--- src/rtl/display_timing_pkg.sv ---
// Shared timing constants and helpers for the display output stage.
// Defaults describe 640x480 VGA raster timing.
package display_timing_pkg;

   localparam int CNT_W     = 10;
   localparam int CNT_RANGE = 1 << CNT_W;

   localparam int DEF_H_ACTIVE = 640;
   localparam int DEF_H_FP     = 16;
   localparam int DEF_H_SYNC   = 96;
   localparam int DEF_H_BP     = 48;
   localparam int DEF_V_ACTIVE = 480;
   localparam int DEF_V_FP     = 10;
   localparam int DEF_V_SYNC   = 2;
   localparam int DEF_V_BP     = 33;

   localparam logic DEF_SYNC_POL = 1'b0;

   typedef logic [CNT_W-1:0] cnt_t;

   typedef struct packed {
      logic active;
      logic hsync;
      logic vsync;
      logic frame_start;
      logic line_start;
   } region_t;

   function automatic logic in_window(input int val, input int lo, input int hi);
      return (val >= lo) && (val < hi);
   endfunction

endpackage

--- src/rtl/hv_counter.sv ---
// Raster position counters: HCount runs across the line, VCount steps on
// each line wrap; both return to zero together at the end of a frame.
module hv_counter
   import display_timing_pkg::*;
#(
   parameter int H_TOTAL = 800,
   parameter int V_TOTAL = 525
) (
   input  logic clk,
   input  logic reset,
   input  logic clear_i,
   output cnt_t hcount_o,
   output cnt_t vcount_o
);

   localparam cnt_t H_LAST = cnt_t'(H_TOTAL - 1);
   localparam cnt_t V_LAST = cnt_t'(V_TOTAL - 1);

   cnt_t h_q, h_d;
   cnt_t v_q, v_d;

   always_comb begin
      // NOTE: defaults first so every path assigns h_d/v_d and no latch is inferred.
      h_d = h_q;
      v_d = v_q;
      if (clear_i) begin
         h_d = '0;
         v_d = '0;
      end else if (h_q == H_LAST) begin
         h_d = '0;
         v_d = (v_q == V_LAST) ? '0 : v_q + 1'b1;
      end else begin
         h_d = h_q + 1'b1;
      end
   end

   // NOTE: state registers use non-blocking assignments so all flops update together.
   always_ff @(posedge clk) begin
      if (reset) begin
         h_q <= '0;
         v_q <= '0;
      end else begin
         h_q <= h_d;
         v_q <= v_d;
      end
   end

   assign hcount_o = h_q;
   assign vcount_o = v_q;

endmodule

--- src/rtl/display_timing_gen.sv ---
// Raster timing generator: decodes the counter position into sync/active
// regions, pulls pixels during active video and registers all display outputs.
module display_timing_gen
   import display_timing_pkg::*;
#(
   parameter int   H_ACTIVE = DEF_H_ACTIVE,
   parameter int   H_FP     = DEF_H_FP,
   parameter int   H_SYNC   = DEF_H_SYNC,
   parameter int   H_BP     = DEF_H_BP,
   parameter int   V_ACTIVE = DEF_V_ACTIVE,
   parameter int   V_FP     = DEF_V_FP,
   parameter int   V_SYNC   = DEF_V_SYNC,
   parameter int   V_BP     = DEF_V_BP,
   parameter logic SYNC_POL = DEF_SYNC_POL
) (
   input  logic             clk,
   input  logic             reset,
   input  logic             enable,
   input  logic [7:0]       PxIn,
   input  logic             PxValid,
   output logic             PxReady,
   output logic             HSync,
   output logic             VSync,
   output logic             DE,
   output logic [7:0]       PxOut,
   output logic             FrameStart,
   output logic             LineStart,
   output logic             Underflow,
   output logic [CNT_W-1:0] HCount,
   output logic [CNT_W-1:0] VCount
);

   localparam int H_TOTAL = H_ACTIVE + H_FP + H_SYNC + H_BP;
   localparam int V_TOTAL = V_ACTIVE + V_FP + V_SYNC + V_BP;

   if (H_TOTAL > CNT_RANGE) begin : g_h_total_err
      $error("display_timing_gen: H_TOTAL %0d exceeds counter range %0d", H_TOTAL, CNT_RANGE);
   end
   if (V_TOTAL > CNT_RANGE) begin : g_v_total_err
      $error("display_timing_gen: V_TOTAL %0d exceeds counter range %0d", V_TOTAL, CNT_RANGE);
   end

   cnt_t    hcount, vcount;
   region_t region;

   logic       hsync_q, hsync_d;
   logic       vsync_q, vsync_d;
   logic       de_q, de_d;
   logic [7:0] px_q, px_d;
   logic       frame_start_q, frame_start_d;
   logic       line_start_q, line_start_d;
   logic       underflow_q, underflow_d;

   hv_counter #(
      .H_TOTAL (H_TOTAL),
      .V_TOTAL (V_TOTAL)
   ) u_hv_counter (
      .clk      (clk),
      .reset    (reset),
      .clear_i  (~enable),
      .hcount_o (hcount),
      .vcount_o (vcount)
   );

   always_comb begin
      region.active      = (int'(hcount) < H_ACTIVE) && (int'(vcount) < V_ACTIVE);
      region.hsync       = in_window(int'(hcount), H_ACTIVE + H_FP, H_ACTIVE + H_FP + H_SYNC);
      region.vsync       = in_window(int'(vcount), V_ACTIVE + V_FP, V_ACTIVE + V_FP + V_SYNC);
      region.frame_start = (hcount == '0) && (vcount == '0);
      region.line_start  = (hcount == '0) && (int'(vcount) < V_ACTIVE);
   end

   assign PxReady = enable & region.active;

   // Timing never stalls: a missing pixel still produces a DE cycle, blanked to 0.
   always_comb begin
      de_d          = PxReady;
      px_d          = (PxReady && PxValid) ? PxIn : 8'h00;
      hsync_d       = (enable && region.hsync) ? SYNC_POL : ~SYNC_POL;
      vsync_d       = (enable && region.vsync) ? SYNC_POL : ~SYNC_POL;
      frame_start_d = enable & region.frame_start;
      line_start_d  = enable & region.line_start;
      underflow_d   = underflow_q | (PxReady & ~PxValid);
   end

   always_ff @(posedge clk) begin
      if (reset) begin
         hsync_q       <= ~SYNC_POL;
         vsync_q       <= ~SYNC_POL;
         de_q          <= 1'b0;
         px_q          <= 8'h00;
         frame_start_q <= 1'b0;
         line_start_q  <= 1'b0;
         underflow_q   <= 1'b0;
      end else begin
         hsync_q       <= hsync_d;
         vsync_q       <= vsync_d;
         de_q          <= de_d;
         px_q          <= px_d;
         frame_start_q <= frame_start_d;
         line_start_q  <= line_start_d;
         underflow_q   <= underflow_d;
      end
   end

   assign HSync      = hsync_q;
   assign VSync      = vsync_q;
   assign DE         = de_q;
   assign PxOut      = px_q;
   assign FrameStart = frame_start_q;
   assign LineStart  = line_start_q;
   assign Underflow  = underflow_q;
   assign HCount     = hcount;
   assign VCount     = vcount;

endmodule

--- config.mk ---
export PLATFORM = sky130hd
export DESIGN_NAME = display_timing_gen
export DESIGN_NICKNAME = d
export VERILOG_FILES = /design/src/rtl/display_timing_pkg.sv /design/src/rtl/hv_counter.sv /design/src/rtl/display_timing_gen.sv
export SDC_FILE = /design/constraint.sdc
export NUM_CORES = 1
export LEC_CHECK = 0
export BUFFER_PORTS_ARGS = -buffer_cell sky130_fd_sc_hd__clkbuf_2
export CORE_MARGIN = 5
export CORE_UTILIZATION = 40
export CTS_CLUSTER_SIZE = 8
export DETAILED_ROUTE_END_ITERATION = 8
export PLACE_DENSITY = 0.65
export SLEW_MARGIN = 20
export SYNTH_ARGS = -nofsm -noshare
export SYNTH_HDL_FRONTEND = slang
export SYNTH_HIERARCHICAL = 1
export SYNTH_SLANG_ARGS = --single-unit
export TNS_END_PERCENT = 20
--- constraint.sdc ---
create_clock -name clk -period 5.7 [get_ports clk]
set_clock_uncertainty 0.15 [all_clocks]
set_input_delay 1.14 -clock clk [delete_from_list [all_inputs] [get_ports clk]]
set_output_delay 1.14 -clock clk [all_outputs]
set_load 0.02 [all_outputs]
### Word level (Yosys, flattened, before mapping)

Index checks and enable logic that the tools add are counted.

| storage, ports and cells | value |
|---|---|
| logic and storage cells | 43 |
| register bits after elaboration | 34 |
| input bits | 12 |

| cells by class | value |
|---|---|
| equality and inequality tests | 2 |
| add/subtract/negate cells | 2 |
| $lt $le $gt $ge | 6 |
| reductions and logical operators | 13 |
| bitwise logic cells | 8 |
| muxes and demuxes | 3 |

Operators by type and width:

| kind | number |
|---|---|
| 10-bit by 1-bit adder with 10-bit output (second input constant) | 2 |
| 10-bit equality test (second input constant) | 2 |
| 10-bit logical NOT | 2 |
| 10-bit less-than comparator (second input constant) | 2 |
| 10-bit by 9-bit less-than comparator with 1-bit output (second input constant) | 2 |
| 10-bit greater-or-equal comparator (second input constant) | 1 |
| 10-bit by 9-bit greater-or-equal comparator with 1-bit output (second input constant) | 1 |
| 10-bit two-way mux | 1 |
| 1-bit logical AND | 8 |
| 1-bit AND | 4 |
| 2-bit OR reduction | 2 |
| 1-bit inverter | 3 |
| 3-bit OR reduction | 1 |
| 1-bit two-way mux | 2 |
| 1-bit OR | 1 |

### Depth between registers and ports, before layout

Gate-level depths: netlist of the first run.

| depth | value |
|---|---|
| depth in word-level cells | 6 |
| depth in mapped cells | 6 |

### Hierarchy

The synthesis of the first run kept the hierarchy.

Modules (own cells, without submodules):

| module | sequential area each (µm²) | area an instance (µm²) | instances | cells each |
|---|---|---|---|---|
| hv_counter | 400.4 | 943.4 | 1 | 109 |
| display_timing_gen | 280.3 | 503.0 | 1 | 49 |

### Least setup slack after synthesis of the first run

Ideal clock, no wire load.

| timing path | value |
|---|---|
| kind | in2out |
| from | in enable |
| to | out PxReady |
| path buffers | 0 |
| setup slack | 2.726 ns |
| stages on the path | 2 |
| data required time | 4.410 ns |
| data arrival time | 1.684 ns |
| cells stage by stage | inv_1 > nor3_1 |

| between the ends | value |
|---|---|
| word-level cells in the longest chain between the ends | 1 |

RTL lines:

| item | RTL line | RTL |
|---|---|---|
| from (decl) | display_timing_gen.sv:18 | `input logic enable,` |
| 1-bit AND | display_timing_gen.sv:73 | `assign PxReady = enable & region.active;` |
| to (decl) | display_timing_gen.sv:21 | `output logic PxReady,` |

Every way passes these cells.

### Worst setup path after layout of the first run

Same ends and word-level chain as after synthesis.

==> results.ini, run 1 <==
[worst_setup_path]
rr_startpoint = u_hv_counter/hcount_o[0]
cp.arrival_ps = 1710
crit_start = enable
reg2regPathDepth = 5
r2r-end = u_hv_counter/vcount_o[3]
critical_path_class = in2out
worst_setup_path_start_kind = primary input
cp_data_required_time_ps = 4410
cp_max_fo = 4
worstSetupEndpoint = PxReady
rrSetupSlack_ps = 3070
critPathCaptureType = output port

[global_routing]
grt_max_degree = 12
grt-ovfl-total = 0
grt_usage = 0.1493
grt_pass1_wl_um = 5899
antenna_found_initial = 0
grt_pass1_vias = 1289

[worst_hold_path]
hp-class = reg2reg

[yosys]
synth_area_leaders = dfxtp_1 (47%), xnor2_1 (4.8%), nor2_1 (4.7%)
netlist_instances = 158
synth_area_um2 = 1446
synth_edf_count = 0
ys_types = 36
synth.net_count = 173
synth_top_area_cell = dfxtp_1
synth_common_cells = dfxtp_1 (34), nor2_1 (18), nand3_1 (9), nand4_1 (9)
synth-seq-cells = 34
yosysSeqAreaShare = 0.4706
avgSynthCellArea_um2 = 9.154
yosys_warnings = 6
ys_async_sr_fraction = 0
synth_ff_type = dfxtp_1
synth_top_area_share = 0.4706
yosysMostFrequentCell = dfxtp_1

[detailed_routing]
drtIter0Drc = 57
dr.pass1.iters = 4
drt-total-wl_um = 3576
vias_per_cell = 5.297
postRouteAntennaNets = 0
drc_errors = 0
vias = 1356
avgRoutedWirePerCell_um = 13.97

[power_and_ir_drop]
peakVddDrop_mv = 0.1868
powerDensity_nw_per_um2 = 272.4
leakagePower_nw = 0.7512
report.power.total_uw = 498.4

[final_layout]
n_antenna_cell = 0
instances_no_fill = 256
layout.nets = 224
layout-drive-gt1-share = 0.2762
area_growth_pct = 26.47

[sta]
period_needed_ps = 2998
finalSetupViolCount = 0
slew_violations = 0
hold_viol_final = 0
tns_ps = 0
max_slew_margin = 0.4988
period_share = 0.5260
rsz0062_at_grt = no
worst_pin_slew_ps = 743.9
fmax_mhz = 333.5

[clock_network]
post-cts-setup-buffer-count = 0
tritoncts = done
cts_made_buffers = 5
cts-resized-gates = 0
clk_pin_slew_worst_paths_ps = 110
clockBufferDepth = 2
hold_buffers = 0
htreeDepth = 2
clk_latency_ps = 330
clockRootBuffer = clkbuf_4
cts_sinks = 34

[floorplanning]
dieWidth_um = 70.13
dieArea_um2 = 4918
chipHeight_um = 70.13
initial_core_util = 0.4234
io_pins = 47
fp-row-count = 21
core-area_um2 = 3416

[placed_design]
place_inst = 248
io_buffers = 46
gp_congestion = 0.8052
hpwl_um = 2657

[outcome]
outcome = completed

[run]
max-cap-violations = 0

==> registers in the layout, summed over array words and instances, names as in the netlist <==
register,cells
HSync,1
PxOut,8
VSync,1
FrameStart,1
u_hv_counter/hcount_o,10
LineStart,1
DE,1
u_hv_counter/vcount_o,10
Underflow,1
==> cells in the final DEF (no fill, tap or decap), types with 4 or more instances in the layout <==
cell and count:
clkbuf_2 46, nand2_1 8, nand3_1 9, o21ai_0 6
clkbuf_4 5, xnor2_1 8, dfxtp_1 34, inv_1 7
nor3_1 7, or3_1 4, nor4_1 5, nand4_1 9
nor2_1 18, and2_1 8
==> power by group <==
group / switching [mW] / internal [mW]
Sequential: 0.00202 / 0.241
Clock: 0.0817 / 0.149
Combinational: 0.0150 / 0.00968
Total: 0.0987 / 0.400
==> worst max-delay path, stage by stage <==
cell and delay, ps:
clkbuf_2 110, inv_1 70, nor3_1 180, clkbuf_2 200
==> metrics by stage <==
stage	util	setup WS, ps	instance area [um2]	hold slack (ps)
floorplan	-	2726	1446	380.5
global placement	0.5029	2717	1718	309.7
detailed placement	0.5029	2711	1718	307.7
CTS	0.5355	2705	1829	327.3
global route	0.5355	2673	1829	372.2
finish	0.5355	2702	1829	328.8
==> area by class of cell <==
cell class              instances  area, um2
clock buffers                   6      51.30
inverters                       7      26.28
fillers                       334       1587
well taps                      46      57.56
repair buffers                 46      230.2
flip-flops and latches         34      680.7
clock inverters                 2      60.06
multi-input cells             115      723.2
==> how the worst min path moves through the flow <==
| stage | start | to | slack [ps] | depth (start not counted) |
|---|---|---|---|---|
| 6_report | Underflow | Underflow | 330 | 2 |
| 3_5_place_dp | Underflow | Underflow | 310 | 2 |
| 3_3_place_gp | Underflow | Underflow | 310 | 2 |
| 4_1_cts | Underflow | Underflow | 330 | 2 |
| 5_1_grt | Underflow | Underflow | 370 | 2 |
| 2_1_floorplan | u_hv_counter/vcount_o[3] | VSync | 380 | 1 |
==> cells by family after synthesis <==
logic type / after synthesis / share of synthesized area
flops: 34 / 0.4706
fa+ha+maj: 3 / 0.02595
xor+xnor: 11 / 0.06661
buf+inv: 9 / 0.02941
compound gates: 16 / 0.06921
simple gates: 84 / 0.3313
mux: 1 / 0.006921
==> layer usage <==
layer,vias up,part of all wire,global-route usage
li1,673,-,-
met1,628,0.42,0.1703
met2,51,0.50,0.2508
met3,4,0.073,0.05595
met4,0,0.011,0.05957
met5,-,0,0
Power figures use the tool's default switching activity.
==> run 2: changes to the inputs <==
--- a/config.mk
+++ b/config.mk
@@ -10,7 +10,7 @@
 export CORE_UTILIZATION = 40
 export CTS_CLUSTER_SIZE = 8
 export DETAILED_ROUTE_END_ITERATION = 8
-export PLACE_DENSITY = 0.65
+export PLACE_DENSITY = 0.68
 export SLEW_MARGIN = 20
 export SYNTH_ARGS = -nofsm -noshare
 export SYNTH_HDL_FRONTEND = slang
==> constraint.sdc (replaced) <==
create_clock -name clk -period 2.6 [get_ports clk]
set_clock_uncertainty 0.15 [all_clocks]
set_input_delay 0.52 -clock clk [delete_from_list [all_inputs] [get_ports clk]]
set_output_delay 0.52 -clock clk [all_outputs]
set_load 0.02 [all_outputs]
==> run 2 against run 1 <==
  * Routed wire length shrank 5.0%
  * First-iteration DRC count decreased by 12%
  * Sequential share of layout area increased by 0.86 points
  * Critical endpoint is now u_hv_counter/vcount_o[7]
==> results.ini, run 2 (synthesized netlist as in run 1, its figures left out) <==
[clock_network]
tritoncts = done
clk_pin_slew_worst_paths_ps = 90  ; -20 ps
hold_buffers = 0  ; unchanged
cts-resized-gates = 0  ; unchanged
clockBufferDepth = 2  ; unchanged
cts_sinks = 34  ; unchanged
clk_latency_ps = 330  ; about the same
htreeDepth = 2  ; unchanged
clockRootBuffer = clkbuf_4
post-cts-setup-buffer-count = 0  ; unchanged
cts_made_buffers = 5  ; unchanged

[detailed_routing]
drt-total-wl_um = 3398  ; -5.0%
dr.pass1.iters = 4  ; unchanged
drtIter0Drc = 50  ; -12%
vias = 1289  ; -4.9%
avgRoutedWirePerCell_um = 13.17  ; -5.7%
vias_per_cell = 4.996  ; -5.7%
postRouteAntennaNets = 0  ; unchanged
drc_errors = 0  ; unchanged

[worst_hold_path]
hp-class = in2reg

[final_layout]
layout-drive-gt1-share = 0.2830  ; +0.006828
mostFrequentLayoutCell = clkbuf_2
n_antenna_cell = 0  ; unchanged
layout_common_cells = clkbuf_2 (46), dfxtp_1 (34), nor2_1 (18)
layout.nets = 227  ; +1.3%
area_growth_pct = 23.62
n_fill_cell = 336  ; +0.60%
multi_input_area_um2 = 723.2  ; unchanged
area.sequential_um2 = 680.7  ; unchanged
fin_util = 0.5234  ; -0.01209

[sta]
max_slew_margin = 0.7654  ; +0.2666
period_share = 0.8938
tns_ps = 0  ; unchanged
fmax_mhz = 430.3
period_needed_ps = 2324
hold_viol_final = 0  ; unchanged
worst_pin_slew_ps = 347.0  ; -397.0 ps
rsz0062_at_grt = no
slew_violations = 0  ; unchanged
finalSetupViolCount = 0  ; unchanged

[worst_setup_path]
path_cells = ha_1 -> nand4_1 -> or3_1 -> or4_1 -> a21oi_1
worst_path_max_delay_cell = or3_1
cp_max_fo = 10  ; +6
cp_data_required_time_ps = 2710  ; -1700 ps
worst_setup_path_start_kind = flop
cpPeakStageDelay_ps = 560  ; +360 ps
cp.arrival_ps = 2440  ; +730 ps
critical_path_class = reg2reg
critPathCaptureType = flop

[floorplanning]
initial_core_util = 0.4234  ; unchanged
dieArea_um2 = 4918  ; unchanged
fp-row-count = 21  ; unchanged
core-area_um2 = 3416  ; unchanged
dieWidth_um = 70.13  ; unchanged
io_pins = 47  ; unchanged
chipHeight_um = 70.13  ; unchanged

[run]
max-cap-violations = 0  ; unchanged

[global_routing]
grt_pass1_vias = 1172  ; -9.1%
grt-ovfl-total = 0  ; unchanged
grt_pass1_wl_um = 5533  ; -6.2%
antenna_found_initial = 0  ; unchanged
grt_max_degree = 11  ; -1
grt_usage = 0.1413  ; -0.007981

[power_and_ir_drop]
peakVddDrop_mv = 0.2787  ; +49%
powerDensity_nw_per_um2 = 476.5  ; +75%
leakagePower_nw = 0.7387  ; -1.7%

[placed_design]
gp_congestion = 0.8447  ; +4.9%
hpwl_um = 2564  ; -3.5%
io_buffers = 46  ; unchanged

[outcome]
outcome = completed

-- run 2: report_power, final --
| part | internal [mW] | switching [mW] |
|---|---|---|
| logic | 0.0231 | 0.0325 |
| registers | 0.529 | 0.00413 |
| clock network | 0.0971 | 0.166 |
| total | 0.649 | 0.203 |
-- run 2: area by class of cell --
cell class / instances / share of cell area
Multi-Input combinational cell: 115 / 0.4045
Sequential cell: 34 / 0.3807
Timing Repair Buffer: 49 / 0.1414
Tap cell: 46 / 0.03219
Clock buffer: 5 / 0.02099
Inverter: 7 / 0.01470
Clock inverter: 2 / 0.005598
-- run 2: layer usage --
layer | share of wire | track usage | wire length (um) | vias up
met1 | 0.45 | 0.1735 | 1527 | 580
met5 | 0 | 0 | 0 | -
met2 | 0.49 | 0.2246 | 1658 | 28
met4 | 0.014 | 0.07660 | 48 | 0
met3 | 0.048 | 0.03730 | 164 | 5
li1 | - | - | - | 676
-- run 2: metrics by stage --
stage / hold WS [ps] / cell area, um2 / setup WS (ps) / instances / power, mW
final: 231.5 / 1788 / 276.1 / 258 / 0.8520
after global routing: 207.2 / 1788 / 66.31 / 258 / 0.8957
after CTS: 213.2 / 1788 / 282.7 / 258 / 0.8626
after detailed placement: 313.1 / 1740 / 325.4 / 251 / 0.6015
after global placement: 310.8 / 1740 / 377.8 / 251 / 0.6010
after floorplan: 380.5 / 1446 / 300.6 / 158 / 0.5756
-- run 2: final timing paths --
check | from | end | slack (ps) | cells past startpoint
worst max-delay path | u_hv_counter/hcount_o[1] | u_hv_counter/vcount_o[7] | 280 | 5
worst min-delay path | PxIn[4] | PxOut[4] | 230 | 2
worst max register to register | u_hv_counter/hcount_o[1] | u_hv_counter/vcount_o[7] | 280 | 5
worst min register to register | Underflow | Underflow | 330 | 2
-- run 2: critical path: cells and delay by family (launching register included) --
family / cells / cell delay, ps
simple gates: 3 / 1300
fa+ha+maj: 1 / 260
flops: 1 / 420
compound gates: 1 / 150
==> run 3: changes to the inputs <==
--- a/config.mk
+++ b/config.mk
@@ -6,14 +6,16 @@
 export NUM_CORES = 1
 export LEC_CHECK = 0
 export BUFFER_PORTS_ARGS = -buffer_cell sky130_fd_sc_hd__clkbuf_2
+export CELL_PAD_IN_SITES_DETAIL_PLACEMENT = 0
+export CELL_PAD_IN_SITES_GLOBAL_PLACEMENT = 1
 export CORE_MARGIN = 5
-export CORE_UTILIZATION = 40
+export CORE_UTILIZATION = 33
 export CTS_CLUSTER_SIZE = 8
 export DETAILED_ROUTE_END_ITERATION = 8
-export PLACE_DENSITY = 0.68
+export PLACE_DENSITY_LB_ADDON = 0.1
 export SLEW_MARGIN = 20
 export SYNTH_ARGS = -nofsm -noshare
 export SYNTH_HDL_FRONTEND = slang
 export SYNTH_HIERARCHICAL = 1
 export SYNTH_SLANG_ARGS = --single-unit
-export TNS_END_PERCENT = 20
+export TNS_END_PERCENT = 50
==> run 3 against run 2 <==
  * Sequential power barely moved
  * Largest cell class unchanged
  * Sequential cell count did not move
  * Largest power group is now the clock network
  * Clock power rose by 130%
  * First-iteration DRC count rose by 72%
  * Global-route usage fell by 0.86 points
  * Via count rose by 2.2%
  * Hold slack improved by 48 ps
  * Utilization fell by 8.5 points
  * Final area rose by 5.3%
  * Critical path depth did not move
==> results.ini, run 3 (synthesized netlist as in run 1, its figures left out) <==
[outcome]
outcome = completed

[final_layout]
area_growth_pct = 30.19
n_antenna_cell = 0  ; unchanged
layout-drive-gt1-share = 0.2830  ; unchanged
layout_common_cells = clkbuf_2 (46), dfxtp_1 (34), nor2_1 (18)
design_area_um2 = 1883  ; +5.3%
instances_no_fill = 264  ; +2.3%
fin_util = 0.4385  ; -0.08492
mostFrequentLayoutCell = clkbuf_2
layout.nets = 226  ; -0.44%

[worst_hold_path]
hp-class = in2reg

[global_routing]
busiest_layer = met2
antenna_found_initial = 0  ; unchanged
use_met3 = 0.05437  ; +0.01707
grt_pass1_vias = 1247  ; +6.4%
grt-ovfl-total = 0  ; unchanged
met1_usage = 0.1781  ; +0.004680
grt_usage = 0.1327  ; -0.008622
grt_max_degree = 12  ; +1
met2_usage = 0.1926  ; -0.03192
grt_pass1_wl_um = 6382  ; +15%

[placed_design]
io_buffers = 46  ; unchanged
gp_congestion = 0.8276  ; -2.0%
placement.cell_area_um2 = 1740  ; unchanged
dp_slack_ps = 279.2  ; -46.21 ps
place_inst = 256  ; +2.0%
hpwl_um = 2835  ; +11%

[clock_network]
post-cts-setup-buffer-count = 0  ; unchanged
cts-resized-gates = 0  ; unchanged
clk_latency_ps = 280  ; -50 ps
cts_sinks = 34  ; unchanged
hold_buffers = 0  ; unchanged
cts_made_buffers = 5  ; unchanged
htreeDepth = 2  ; unchanged
clockRootBuffer = clkbuf_8
tritoncts = done
clk_pin_slew_worst_paths_ps = 80  ; about the same
clockBufferDepth = 2  ; unchanged

[detailed_routing]
drtIter0Drc = 86  ; +72%
drt-total-wl_um = 3816  ; +12%
postRouteAntennaNets = 0  ; unchanged
drc_errors = 0  ; unchanged
vias_per_cell = 4.989  ; -0.15%
vias = 1317  ; +2.2%
avgRoutedWirePerCell_um = 14.45  ; +9.7%
dr.pass1.iters = 4  ; unchanged

[worst_setup_path]
cp_num_buf_inv = 0  ; unchanged
critPathCaptureType = flop
crit_family = simple AND/OR/NAND/NOR gates
worst_setup_path_start_kind = flop
cpPeakStageDelay_ps = 560  ; about the same
path_cells = ha_1 -> nand4_1 -> or3_1 -> or4_1 -> a21oi_1
cp_data_required_time_ps = 2660  ; -50 ps
critical_path_class = reg2reg
cp.arrival_ps = 2400  ; -40 ps
cp_max_fo = 10  ; unchanged
worst_path_max_delay_cell = or3_1

[sta]
hold_viol_final = 0  ; unchanged
period_share = 0.9006  ; +0.006770
fmax_mhz = 427.1  ; -0.75%
worst_pin_slew_ps = 496.5  ; +149.5 ps
layout_setup_ws_ps = 258.5  ; -17.60 ps
period_needed_ps = 2342  ; +17.60 ps
max_slew_margin = 0.6678  ; -0.09766
whs_ps = 279.6  ; +48.18 ps
slew_violations = 0  ; unchanged
rsz0062_at_grt = no
finalSetupViolCount = 0  ; unchanged
tns_ps = 0  ; unchanged

[power_and_ir_drop]
powerDensity_nw_per_um2 = 632.2  ; +33%
report.power.total_mw = 1.191  ; +40%
peakVddDrop_mv = 0.2672  ; -4.1%
leakagePower_nw = 0.7741  ; +4.8%

[floorplanning]
io_pins = 47  ; unchanged
fp-row-count = 24  ; +14%
core-area_um2 = 4294  ; +26%
chipHeight_um = 76.21  ; +8.7%
initial_core_util = 0.3368  ; -0.08661
dieWidth_um = 76.21  ; +8.7%
dieArea_um2 = 5807  ; +18%

[run]
max-cap-violations = 0  ; unchanged

## run 3: changes by cell type in the layout (fill, tap and decap cells not counted)
cell	previous run	this run
clkbuf_8	0	6
clkbuf_4	5	0
bufinv_16	0	2
clkinv_2	2	0
buf_4	3	2
## run 3: final timing paths
kind	startpoint	to	slack, ps	cells after the start
setup / recovery	u_hv_counter/hcount_o[0]	u_hv_counter/vcount_o[9]	260	5
hold / removal	PxIn[5]	PxOut[5]	280	2
setup reg to reg	u_hv_counter/hcount_o[0]	u_hv_counter/vcount_o[9]	260	5
hold reg to reg	Underflow	Underflow	320	2
## run 3: layer usage
metal	share of wire	wire (um)
met3	0.063	240
met2	0.43	1645
met4	0.0060	23
met5	0	0
met1	0.50	1907
## run 3: area by class of cell
type                    count  area [um2]
repair buffers             48       245.2
inverters                   7       26.28
flip-flops and latches     34       680.7
multi-input cells         115       723.2
fillers                   445        2411
well taps                  52       65.06
clock inverters             2       60.06
clock buffers               6       82.58
## run 3: report_power, final
group | total [mW] | switching (mW) | internal (mW)
clock network | 0.601 | 0.192 | 0.409
logic | 0.0557 | 0.0336 | 0.0221
registers | 0.533 | 0.00411 | 0.529
total | 1.19 | 0.230 | 0.960
